$ cat src/rtl/qsys_pio_defs.sv
// Shared register map and edge-mode encodings for the Qsys input PIO family.
package qsys_pio_defs;

  typedef enum logic [1:0] {
    ADDR_DATA    = 2'd0,
    ADDR_RSVD    = 2'd1,
    ADDR_IRQMASK = 2'd2,
    ADDR_EDGECAP = 2'd3
  } pio_addr_e;

  localparam int unsigned EDGE_LEVEL = 0;
  localparam int unsigned EDGE_RISE  = 1;
  localparam int unsigned EDGE_FALL  = 2;
  localparam int unsigned EDGE_ANY   = 3;

  // Level mode still reports rising edges so EDGECAP stays meaningful.
  function automatic logic [31:0] edge_select(input int unsigned mode,
                                              input logic [31:0] rise,
                                              input logic [31:0] fall);
    case (mode)
      EDGE_FALL: edge_select = fall;
      EDGE_ANY:  edge_select = rise | fall;
      default:   edge_select = rise;
    endcase
  endfunction

endpackage

$ cat src/rtl/pio_in_bit_filter.sv
// One input bit: multi-flop synchroniser followed by an optional debounce filter.
module pio_in_bit_filter #(
  parameter int unsigned SYNC_STAGES     = 2,
  parameter int unsigned DEBOUNCE_CYCLES = 0
) (
  input  logic clk,
  input  logic reset_n,
  input  logic in_i,
  output logic filt_o
);

  logic [SYNC_STAGES-1:0] sync_q;
  logic                   sync_bit;
  logic                   filt_q;

  always_ff @(posedge clk or negedge reset_n) begin
    if (!reset_n) sync_q <= '0;
    else          sync_q <= {sync_q[SYNC_STAGES-2:0], in_i};
  end

  assign sync_bit = sync_q[SYNC_STAGES-1];

  generate
    if (DEBOUNCE_CYCLES == 0) begin : g_bypass
      always_ff @(posedge clk or negedge reset_n) begin
        if (!reset_n) filt_q <= 1'b0;
        else          filt_q <= sync_bit;
      end
    end else begin : g_debounce
      localparam int unsigned CW = $clog2(DEBOUNCE_CYCLES + 1);
      logic [CW-1:0] cnt_q, cnt_d;
      logic          filt_d;

      // Counter only runs while the synchronised bit disagrees with the output.
      always_comb begin
        cnt_d  = '0;
        filt_d = filt_q;
        if (sync_bit != filt_q) begin
          if (cnt_q == CW'(DEBOUNCE_CYCLES - 1)) filt_d = ~filt_q;
          else                                   cnt_d  = cnt_q + 1'b1;
        end
      end

      always_ff @(posedge clk or negedge reset_n) begin
        if (!reset_n) begin
          cnt_q  <= '0;
          filt_q <= 1'b0;
        end else begin
          cnt_q  <= cnt_d;
          filt_q <= filt_d;
        end
      end
    end
  endgenerate

  assign filt_o = filt_q;

endmodule

$ cat src/rtl/avmm_edge_pio_in.sv
// Avalon-MM input PIO with synchroniser, debounce, W1C edge capture and level/edge IRQ.
module avmm_edge_pio_in
  import qsys_pio_defs::*;
#(
  parameter int unsigned WIDTH           = 3,
  parameter int unsigned SYNC_STAGES     = 2,
  parameter int unsigned DEBOUNCE_CYCLES = 0,
  parameter int unsigned EDGE_MODE       = 0
) (
  input  logic             clk,
  input  logic             reset_n,
  input  logic [1:0]       address,
  input  logic             chipselect,
  input  logic             write_n,
  input  logic [31:0]      writedata,
  output logic [31:0]      readdata,
  output logic             irq,
  input  logic [WIDTH-1:0] in_port
);

  logic [WIDTH-1:0] filt;
  logic [WIDTH-1:0] filt_dly_q;
  logic [WIDTH-1:0] rise, fall, edge_ev, clr;
  logic [WIDTH-1:0] irq_mask_q, irq_mask_d;
  logic [WIDTH-1:0] edge_cap_q, edge_cap_d;
  logic [31:0]      readdata_q, readdata_d;
  logic             wr_en;

  for (genvar i = 0; i < WIDTH; i++) begin : g_bit
    pio_in_bit_filter #(
      .SYNC_STAGES    (SYNC_STAGES),
      .DEBOUNCE_CYCLES(DEBOUNCE_CYCLES)
    ) u_filt (
      .clk    (clk),
      .reset_n(reset_n),
      .in_i   (in_port[i]),
      .filt_o (filt[i])
    );
  end

  if (WIDTH < 32) begin : g_unused
    logic unused_wdata;
    assign unused_wdata = ^writedata[31:WIDTH];
  end

  assign rise    = filt & ~filt_dly_q;
  assign fall    = ~filt & filt_dly_q;
  assign edge_ev = WIDTH'(edge_select(EDGE_MODE, 32'(rise), 32'(fall)));
  assign wr_en   = chipselect & ~write_n;

  // New edges are OR-ed in after the clear so a same-cycle edge survives a W1C.
  always_comb begin
    irq_mask_d = irq_mask_q;
    clr        = '0;
    if (wr_en && address == ADDR_IRQMASK) irq_mask_d = writedata[WIDTH-1:0];
    if (wr_en && address == ADDR_EDGECAP) clr        = writedata[WIDTH-1:0];
    edge_cap_d = (edge_cap_q & ~clr) | edge_ev;
  end

  always_comb begin
    readdata_d = '0;
    case (address)
      ADDR_DATA:    readdata_d = 32'(filt);
      ADDR_IRQMASK: readdata_d = 32'(irq_mask_q);
      ADDR_EDGECAP: readdata_d = 32'(edge_cap_q);
      default:      readdata_d = '0;
    endcase
  end

  always_ff @(posedge clk or negedge reset_n) begin
    if (!reset_n) begin
      filt_dly_q <= '0;
      irq_mask_q <= '0;
      edge_cap_q <= '0;
      readdata_q <= '0;
    end else begin
      filt_dly_q <= filt;
      irq_mask_q <= irq_mask_d;
      edge_cap_q <= edge_cap_d;
      readdata_q <= readdata_d;
    end
  end

  if (EDGE_MODE == EDGE_LEVEL) begin : g_irq_level
    assign irq = |(filt & irq_mask_q);
  end else begin : g_irq_edge
    assign irq = |(edge_cap_q & irq_mask_q);
  end

  assign readdata = readdata_q;

endmodule
$ cat config.mk
export PLATFORM = sky130hd
export DESIGN_NAME = avmm_edge_pio_in
export DESIGN_NICKNAME = d
export VERILOG_FILES = /design/src/rtl/qsys_pio_defs.sv /design/src/rtl/pio_in_bit_filter.sv /design/src/rtl/avmm_edge_pio_in.sv
export SDC_FILE = /design/constraint.sdc
export NUM_CORES = 1
export LEC_CHECK = 0
export ABC_AREA = 0
export CORE_MARGIN = 2
export CORE_UTILIZATION = 35
export CTS_CLUSTER_SIZE = 24
export DETAILED_ROUTE_END_ITERATION = 12
export GPL_TIMING_DRIVEN = 0
export PLACE_DENSITY = 0.86
export RECOVER_POWER = 50
export REMOVE_ABC_BUFFERS = 1
export SLEW_MARGIN = 25
export SYNTH_ARGS = -nofsm -noshare
export SYNTH_HDL_FRONTEND = slang
export SYNTH_SLANG_ARGS = --single-unit
export TNS_END_PERCENT = 100
$ cat constraint.sdc
create_clock -name clk -period 2.24 [get_ports clk]
set_input_delay 0.448 -clock clk [delete_from_list [all_inputs] [get_ports clk]]
set_output_delay 0.448 -clock clk [all_outputs]
set_load 0.1 [all_outputs]
==> results.json, run 1 <==
{
  "status": "complete, no violations",
  "critPathTopFamily": "buffers and inverters",
  "drive_gt1_share_pct": 12.6,
  "wirelength_um": 1300,
  "coreArea_mm2": 0.00269,
  "grt_pass1_wl_um": 2140,
  "grt_pass1_vias": 506,
  "cp-start-kind": "flip-flop",
  "netlist_area_um2": 965,
  "period_share_pct": 98.2,
  "regArea_um2": 526,
  "endpoint_kind": "primary output",
  "synth_xor_area_share_pct": 0,
  "start_util_pct": 35.9,
  "yosys.area_share.adder_pct": 0,
  "finClkSkew_ns": 0.00765,
  "post_cts_buffers": 0,
  "grt-ovfl-total": 0,
  "nFillCells": 260,
  "min_path_type": "flip-flop to flip-flop",
  "syn_area_per_cell_um2": 12.5,
  "postPlaceCellArea_mm2": 0.00104,
  "period_needed_ns": 2.20,
  "ant_nets": 0,
  "rsz0062_at_grt": "no",
  "drtIter0Drc": 8,
  "clk-insertion-delay-late_ns": 0.29,
  "hold_violations": 0,
  "diodes": 0,
  "firstDrtPassIters": 4,
  "multi_input_area_um2": 300,
  "cp.required_ns": 1.79,
  "dpl.hpwl_um": 1040,
  "yosysUniqueCellTypes": 13,
  "min_to": "g_bit[2].u_filt.filt_o$_DFF_PN0_",
  "wl_per_cell_um": 10.3,
  "h-tree-depth": 1,
  "cts_sinks": 21,
  "cp.arrival_ns": 1.75,
  "nets": 137,
  "maxCapViolations": 0,
  "reg2reg_slack_ns": 1.22,
  "crit_start": "readdata[0]$_DFF_PN0_",
  "holdCritStartpoint": "g_bit[2].u_filt.sync_q[1]$_DFF_PN0_",
  "synthMuxAreaShare_pct": 8.17,
  "yosys.area_share.simple_pct": 5.19,
  "place_congestion": 0.837,
  "rr_endpoint": "readdata[0]$_DFF_PN0_",
  "tns_ns": 0,
  "reg2reg_depth": 2,
  "critical_path_buf_inv_count": 1,
  "grt_max_degree": 22,
  "cts_root_buf": "clkbuf_4",
  "die_area_mm2": 0.00319,
  "grtUsageTotal_pct": 8.69,
  "die_w_um": 56.5,
  "ir_drop_uv": 531,
  "final-max-slew-violation-count": 0,
  "antenna_found_initial": 0,
  "worstPathCellList": "clkdlybuf4s50_1",
  "final_area_mm2": 0.00107,
  "tritoncts": "built",
  "cts_hold_buf": 0,
  "rows": 19,
  "vias_per_cell": 4.06,
  "path_max_fanout": 1,
  "io_pins": 74,
  "vias": 512,
  "final_util_pct": 39.7,
  "die_h_um": 56.5,
  "yosys-top-cells-area": "dfrtp_1, buf_4, mux2_4",
  "fmax_mhz": 454,
  "holdWs_ns": 0.356,
  "area_growth_pct": 10.6,
  "report.power.total_mw": 0.981,
  "numPortBuffers": 15,
  "slowest_delay_ns": 1.12,
  "numCtsBuffers": 3,
  "clk_pin_slew_ns": 0.11,
  "ys_ff_latch": 21,
  "synth_top_family_by_area": "buffers and inverters",
  "crit_path_top_delay_cell": "clkdlybuf4s50_1",
  "pwr_density_cell_mw_per_mm2": 919,
  "finalSetupViolations": 0,
  "synth_compound_area_share_pct": 6.49,
  "clk_path_buf_depth": 2,
  "max-slew-margin-rel_pct": 35.8,
  "synth_top_cell_by_area": "dfrtp_1",
  "synthCells": 77,
  "yosys_warnings": 0,
  "holdPathStages": 0,
  "drc": 0,
  "yosysTopAreaCellShare_pct": 54.5,
  "p_leak_nw": 0.550,
  "r2r-start": "edge_cap_q[0]$_DFF_PN0_",
  "ys_seq_area_share_pct": 54.5,
  "worstSetupPathType": "flip-flop to primary output",
  "tightest_slew_ns": 0.962
}
-- report_power, final --
part           switching [mW]  internal [mW]
Combinational           0.320         0.0626
Sequential             0.0178          0.409
Clock                   0.103         0.0692
-- state kept, by name, summed over array words and instances (netlist names) --
signal	count
edge_cap_q	3
filt_dly_q	3
g_bit.u_filt.filt_o	3
g_bit.u_filt.sync_q	6
irq_mask_q	3
readdata	3
-- timing repair --
item | in CTS | in global routing
gates cloned | 0 | 0
gates resized for setup | 1 | 4
setup endpoints to repair | 1 | 3
-- stage by stage --
step,instances,setup slack (ns)
after floorplan,76,0.667
after global placement,122,-0.0492
after detailed placement,122,-0.0185
after CTS,126,0.00817
after global routing,126,0.000375
final,126,0.0395
-- final cells by class --
| class | instances | area share (%) |
|---|---|---|
| timing repair buffer | 15 | 14.1 |
| sequential | 21 | 49.2 |
| tap | 31 | 3.63 |
| inverter | 7 | 2.46 |
| multi-input combinational | 48 | 28.1 |
| clock buffer | 4 | 2.46 |
-- cells in the final DEF (no fill, tap or decap) --
cell and count:
clkbuf_4 3, a22o_1 3, o221ai_1 3, conb_1 29, and4b_2 1, dlygate4sd3_1 4, inv_1 7, clkdlybuf4s50_1 8
nand2b_1 3, clkbuf_1 1, nor2_1 1, a222oi_1 1, dlymetal6s2s_1 2, and4bb_4 1, mux2_4 3, clkbuf_2 1
mux2_2 3, dfrtp_1 21
-- worst max path at each step --
stage / end / slack (ns) / cells past startpoint
after floorplan: irq / 0.67 / 2
after global placement: irq / -0.05 / 3
after detailed placement: irq / -0.02 / 3
after CTS: readdata[2] / 0.008 / 1
after global routing: readdata[0] / 0.0004 / 1
final: readdata[0] / 0.04 / 1
-- kinds of logic after synthesis --
family	after synthesis
AO/OA/AOI/OAI	7
buffers and inverters	36
flip-flops	21
multiplexers	6
other	1
AND/OR/NAND/NOR	6
-- synth_stat cells --
| cell | instances |
|---|---|
| a222oi_1 | 1 |
| nor2_1 | 1 |
| nand2b_1 | 3 |
| inv_1 | 7 |
| and4bb_4 | 1 |
| conb_1 | 1 |
| o221ai_1 | 3 |
| buf_4 | 29 |
| mux2_2 | 3 |
| mux2_4 | 3 |
| dfrtp_1 | 21 |
| and4b_2 | 1 |
| a22o_1 | 3 |
-- layer usage --
layer  wire, um  up-vias  track usage (%)
li1           -      232                -
met3        105        2             3.46
met2        698       30             15.6
met5          0        -                0
met4         17        0             2.04
met1        474      248             9.51
Note: power is estimated with default switching activity, not from simulation.
==> run 2, diff against run 1 <==
--- a/config.mk
+++ b/config.mk
@@ -7,11 +7,11 @@
 export LEC_CHECK = 0
 export ABC_AREA = 0
 export CORE_MARGIN = 2
-export CORE_UTILIZATION = 35
+export CORE_UTILIZATION = 30
 export CTS_CLUSTER_SIZE = 24
 export DETAILED_ROUTE_END_ITERATION = 12
 export GPL_TIMING_DRIVEN = 0
-export PLACE_DENSITY = 0.86
+export PLACE_DENSITY = 0.8
 export RECOVER_POWER = 50
 export REMOVE_ABC_BUFFERS = 1
 export SLEW_MARGIN = 25
==> constraint.sdc (replaced) <==
create_clock -name clk -period 2 [get_ports clk]
set_input_delay 0.4 -clock clk [delete_from_list [all_inputs] [get_ports clk]]
set_output_delay 0.4 -clock clk [all_outputs]
set_load 0.1 [all_outputs]
==> results.json, run 2 (synthesis gave the netlist of run 1 again) <==
{
  "path_max_fanout": 1,
  "tightest_slew_ns": 0.952,
  "coreArea_mm2": 0.00305,
  "critPathTopFamily": "buffers and inverters",
  "status": "complete, no violations",
  "final_area_mm2": 0.00107,
  "power_frac_comb_pct": 38.5,
  "area_growth_pct": 11.3,
  "p_seq_share_pct": 43.5,
  "route.met2.wl_um": 674,
  "hold_violations": 0,
  "grtUsageTotal_pct": 7.82,
  "ir_drop_uv": 467,
  "h-tree-depth": 1,
  "crit_start": "readdata[2]$_DFF_PN0_",
  "min_to": "g_bit[0].u_filt.sync_q[1]$_DFF_PN0_",
  "drt-met1-wl_um": 473,
  "rr_endpoint": "readdata[0]$_DFF_PN0_",
  "dr_wl_met3_um": 105,
  "grt_pass1_vias": 456,
  "cp.required_ns": 1.60,
  "postPlaceCellArea_mm2": 0.00106,
  "max-slew-margin-rel_pct": 36.8,
  "holdCritStartpoint": "g_bit[0].u_filt.sync_q[0]$_DFF_PN0_",
  "slowest_delay_ns": 0.85,
  "dp_cells": 135,
  "nFillCells": 328,
  "finalSetupViolations": 0,
  "pwr_density_cell_mw_per_mm2": 1020,
  "cts_sinks": 21,
  "cts_hold_buf": 0,
  "grt-ovfl-total": 0,
  "grt_max_degree": 22,
  "worstSetupPathType": "flip-flop to primary output",
  "die_w_um": 60.7,
  "clk-insertion-delay-late_ns": 0.30,
  "report.power.total_mw": 1.10,
  "internal_power_mw": 0.601,
  "place_ws_ns": -0.249,
  "reg2reg_depth": 2,
  "rows": 20,
  "layout_setup_ws_ns": 0.112,
  "layout_commonest_cell": "conb_1",
  "antenna_found_initial": 0,
  "die_h_um": 60.7,
  "min_path_type": "flip-flop to flip-flop",
  "drc": 0,
  "p_sw_share_pct": 45.2,
  "cp.arrival_ns": 1.49,
  "drtIter0Drc": 6,
  "diodes": 0,
  "io_pins": 74,
  "vias": 499,
  "finClkSkew_ns": 0.00534,
  "reg2reg_slack_ns": 1.00,
  "switchingPower_mw": 0.495,
  "endpoint_kind": "primary output",
  "cp-start-kind": "flip-flop",
  "critical_path_buf_inv_count": 1,
  "rsz0062_at_grt": "no",
  "firstDrtPassIters": 4,
  "wl_per_cell_um": 9.09,
  "worstPathCellList": "dlygate4sd2_1",
  "clk_pin_slew_ns": 0.11,
  "drive_gt1_share_pct": 11.6,
  "period_needed_ns": 1.89,
  "nets": 137,
  "holdPathStages": 0,
  "clk_path_buf_depth": 2,
  "layoutNonFillerInstCount": 139,
  "place_congestion": 0.785,
  "grt_pass1_wl_um": 2010,
  "crit_path_top_delay_cell": "dlygate4sd2_1",
  "start_util_pct": 31.6,
  "final-max-slew-violation-count": 0,
  "fmax_mhz": 530,
  "vias_per_cell": 3.59,
  "die_area_mm2": 0.00369,
  "layout_common_cells": "conb_1, dfrtp_1, inv_1, clkdlybuf4s50_1, dlygate4sd3_1",
  "largest_register_ffs": 6,
  "period_share_pct": 94.4,
  "dpl.hpwl_um": 1010,
  "ant_nets": 0,
  "cts_root_buf": "clkbuf_4",
  "top_register": "g_bit.u_filt.sync_q",
  "maxCapViolations": 0,
  "top_layer": "met4",
  "numCtsBuffers": 3,
  "numPortBuffers": 15,
  "p_clk_share_pct": 18.0,
  "p_leak_nw": 0.535,
  "tritoncts": "built",
  "wirelength_um": 1260,
  "r2r-start": "edge_cap_q[0]$_DFF_PN0_"
}
[run 2: changes by cell type in the layout (fill, tap and decap cells not counted), sizes merged]
cell           delta
dlymetal6s2s      -2
dlygate4sd3       +1
dlygate4sd2       +3
clkdlybuf4s50     -2
clkbuf            -1
buf               +1
[run 2: per-layer routing]
layer | vias to the layer above | global-route usage (%)
met5 | - | 0
met4 | 0 | 2.80
met3 | 2 | 4.48
met2 | 25 | 12.9
met1 | 241 | 8.39
li1 | 231 | -
[run 2: how the worst max path moves through the flow]
| stage | to | slack (ns) | cells after the start |
|---|---|---|---|
| after floorplan | irq | 0.48 | 2 |
| after global placement | irq | -0.24 | 3 |
| after detailed placement | irq | -0.25 | 3 |
| after CTS | irq | -0.09 | 3 |
| after global routing | irq | 0.02 | 3 |
| final | readdata[2] | 0.11 | 1 |
[run 2: what timing repair did]
action,in CTS,in global routing
endpoints found under the hold margin,0,0
gates resized for setup,6,2
setup endpoints to repair,4,1
buffers inserted,0,0
[run 2: power groups by stage]
stage | clock network [mW] | logic (mW) | registers (mW)
6_report | 0.197 | 0.423 | 0.477
5_1_grt | 0.234 | 0.438 | 0.482
4_1_cts | 0.211 | 0.430 | 0.477
3_5_place_dp | 0 | 0.435 | 0.486
3_3_place_gp | 0 | 0.433 | 0.485
2_1_floorplan | 0 | 0.322 | 0.531
[run 2: area by class of cell]
| type | instances | area (um^2) | area share, % |
|---|---|---|---|
| timing repair buffer | 15 | 141 | 13.2 |
| inverter | 7 | 26.3 | 2.45 |
| clock buffer | 4 | 26.3 | 2.45 |
| multi-input combinational | 48 | 299 | 27.9 |
| tap | 44 | 55.1 | 5.13 |
| sequential | 21 | 526 | 49.0 |
[run 2: stage by stage]
step / hold slack [ns] / TNS (ns) / util [%]
3_5_place_dp: 0.335 / -0.249 / 34.6
2_1_floorplan: 0.104 / 0 / -
3_3_place_gp: 0.333 / -0.237 / 34.6
5_1_grt: 0.375 / 0 / 35.2
4_1_cts: 0.361 / -0.0934 / 35.4
6_report: 0.357 / 0 / 35.2
==> run 3, diff against run 2 <==
--- a/config.mk
+++ b/config.mk
@@ -5,7 +5,8 @@
 export SDC_FILE = /design/constraint.sdc
 export NUM_CORES = 1
 export LEC_CHECK = 0
-export ABC_AREA = 0
+export ABC_AREA = 1
+export CORE_ASPECT_RATIO = 0.5
 export CORE_MARGIN = 2
 export CORE_UTILIZATION = 30
 export CTS_CLUSTER_SIZE = 24
==> results.json, run 3 <==
{
  "status": "complete, no violations",
  "die_area_mm2": 0.00369,
  "slowest_delay_ns": 0.85,
  "maxCapViolations": 0,
  "synth-async-reset-ratio_pct": 100,
  "p_seq_share_pct": 41.1,
  "power_frac_comb_pct": 35.5,
  "yosysTopAreaCellShare_pct": 54.9,
  "crit_start": "readdata[1]$_DFF_PN0_",
  "yosys.area_share.adder_pct": 0,
  "cts_root_buf": "clkbuf_8",
  "worstSetupPathType": "flip-flop to primary output",
  "timing.critical_path.to": "readdata[1]",
  "firstDrtPassIters": 4,
  "critical_path_buf_inv_count": 1,
  "post-synth-top-count-cell": "buf_4",
  "ant_nets": 0,
  "synth_edf_count": 0,
  "cp.required_ns": 1.60,
  "worstPathCellList": "dlygate4sd2_1",
  "rsz0062_at_grt": "no",
  "crit_path_top_delay_cell": "dlygate4sd2_1",
  "p_clk_share_pct": 23.4,
  "crit_cells": 1,
  "endpoint_kind": "primary output",
  "largest_register_ffs": 6,
  "start_util_pct": 31.6,
  "rr_endpoint": "readdata[0]$_DFF_PN0_",
  "h-tree-depth": 1,
  "reg2reg_slack_ns": 1.31,
  "yosys-top-cells-area": "dfrtp_1, buf_4, nand2_1",
  "period_needed_ns": 1.85,
  "top_register": "g_bit.u_filt.sync_q",
  "finClkSkew_ns": 0.00564,
  "layout_setup_ws_ns": 0.152,
  "ys_ff_latch": 21,
  "tritoncts": "built",
  "grt_pass1_vias": 504,
  "numPortBuffers": 15,
  "r2r-start": "g_bit[0].u_filt.filt_o$_DFF_PN0_",
  "area_growth_pct": 12.9,
  "coreArea_mm2": 0.00303,
  "drtIter0Drc": 57,
  "layout_commonest_cell": "conb_1",
  "dp_cells": 153,
  "p_leak_nw": 0.556,
  "p_sw_share_pct": 44.1,
  "antenna_found_initial": 0,
  "clk_pin_slew_ns": 0.07,
  "wirelength_um": 1340,
  "nets": 159,
  "synth_xor_area_share_pct": 0,
  "ys_seq_area_share_pct": 54.9,
  "cts_sinks": 21,
  "hold_violations": 0,
  "yosys_warnings": 0,
  "pwr_density_cell_mw_per_mm2": 1070,
  "ir_drop_uv": 304,
  "vias": 603,
  "cp.arrival_ns": 1.45,
  "drc": 0,
  "synth_top_cell_by_area": "dfrtp_1",
  "synth_top_family_by_area": "buffers and inverters",
  "tightest_slew_ns": 1.08,
  "place_congestion": 0.821,
  "syn_area_per_cell_um2": 9.67,
  "synth-main-ff-cell": "dfrtp_1",
  "clk_path_buf_depth": 2,
  "holdWs_ns": 0.321,
  "layout_common_cells": "conb_1, nand2_1, dfrtp_1, nand3_1, clkdlybuf4s50_1",
  "yosys.area_share.simple_pct": 19.6,
  "period_share_pct": 92.4,
  "clk-insertion-delay-late_ns": 0.26,
  "rows": 14,
  "drive_gt1_share_pct": 6.84,
  "place_ws_ns": -0.0681,
  "post_cts_buffers": 0,
  "io_pins": 74,
  "synth_commonest_cells": "buf_4, nand2_1, dfrtp_1",
  "wl_per_cell_um": 8.51,
  "grtUsageTotal_pct": 7.56,
  "cp-start-kind": "flip-flop",
  "synthMuxAreaShare_pct": 0,
  "reg2reg_depth": 2,
  "diodes": 0,
  "internal_power_mw": 0.646,
  "fmax_mhz": 541,
  "critPathTopFamily": "buffers and inverters",
  "grt_pass1_wl_um": 2090,
  "finalSetupViolations": 0,
  "dpl.hpwl_um": 1040,
  "grt-ovfl-total": 0,
  "synth_compound_area_share_pct": 0,
  "numCtsBuffers": 3,
  "path_max_fanout": 1,
  "grt_max_degree": 22,
  "vias_per_cell": 3.84,
  "postPlaceCellArea_mm2": 0.00104,
  "netlist_area_um2": 957,
  "switchingPower_mw": 0.510,
  "die_h_um": 43.9,
  "final-max-slew-violation-count": 0,
  "die_w_um": 83.9,
  "layoutNonFillerInstCount": 157,
  "synthCells": 99,
  "min_path_type": "primary input to async pin",
  "yosysUniqueCellTypes": 10,
  "max-slew-margin-rel_pct": 27.7,
  "final_area_mm2": 0.00108
}
==> run 3: repair_timing <==
| item | CTS | global route |
|---|---|---|
| hold buffers | 0 | 0 |
| setup endpoints to repair | 4 | 0 |
| resized for setup | 6 | 0 |
==> run 3: cells by family after synthesis <==
group                  after synthesis
buffers and inverters               35
and+or+nand+nor                     42
DFF                                 21
other                                1
==> run 3: per-layer routing <==
| metal | up-vias | part of all wire [%] | global-route usage (%) |
|---|---|---|---|
| li1 | 280 | - | - |
| met1 | 280 | 37 | 7.58 |
| met2 | 41 | 53 | 13.9 |
| met3 | 2 | 9.4 | 3.43 |
| met4 | 0 | 0.15 | 3.55 |
| met5 | - | 0 | 0 |
==> run 3: layout make-up <==
cell class / instances / area, um^2
multi-input combinational: 71 / 297
sequential: 21 / 526
fill: 297 / 1950
tap: 40 / 50.0
inverter: 6 / 22.5
timing repair buffer: 15 / 141
clock buffer: 4 / 45.0
==> run 3: power by group through the flow <==
| stage | Combinational [mW] | Clock (mW) | Sequential, mW |
|---|---|---|---|
| 6_report | 0.411 | 0.270 | 0.476 |
| 5_1_grt | 0.425 | 0.297 | 0.480 |
| 4_1_cts | 0.413 | 0.279 | 0.476 |
| 3_5_place_dp | 0.419 | 0 | 0.485 |
| 3_3_place_gp | 0.415 | 0 | 0.483 |
| 2_1_floorplan | 0.307 | 0 | 0.529 |
==> run 3: stage by stage <==
step / total power, mW / setup TNS [ns] / utilization (%)
final: 1.16 / 0 / 35.7
after global routing: 1.20 / 0 / 35.7
after CTS: 1.17 / 0 / 35.9
after detailed placement: 0.903 / -0.0681 / 34.5
after global placement: 0.898 / -0.0548 / 34.5
after floorplan: 0.836 / 0 / -
==> run 3: worst min-delay path by stage <==
stage	from	endpoint	slack, ns	depth (start not counted)
6_report	reset_n	irq_mask_q[0]$_DFFE_PN0P_	0.32	1
5_1_grt	g_bit[2].u_filt.sync_q[1]$_DFF_PN0_	g_bit[2].u_filt.filt_o$_DFF_PN0_	0.35	0
4_1_cts	g_bit[2].u_filt.sync_q[1]$_DFF_PN0_	g_bit[2].u_filt.filt_o$_DFF_PN0_	0.35	0
3_5_place_dp	g_bit[2].u_filt.sync_q[1]$_DFF_PN0_	g_bit[2].u_filt.filt_o$_DFF_PN0_	0.34	0
3_3_place_gp	g_bit[2].u_filt.sync_q[1]$_DFF_PN0_	g_bit[2].u_filt.filt_o$_DFF_PN0_	0.33	0
2_1_floorplan	reset_n	edge_cap_q[0]$_DFF_PN0_	0.10	0
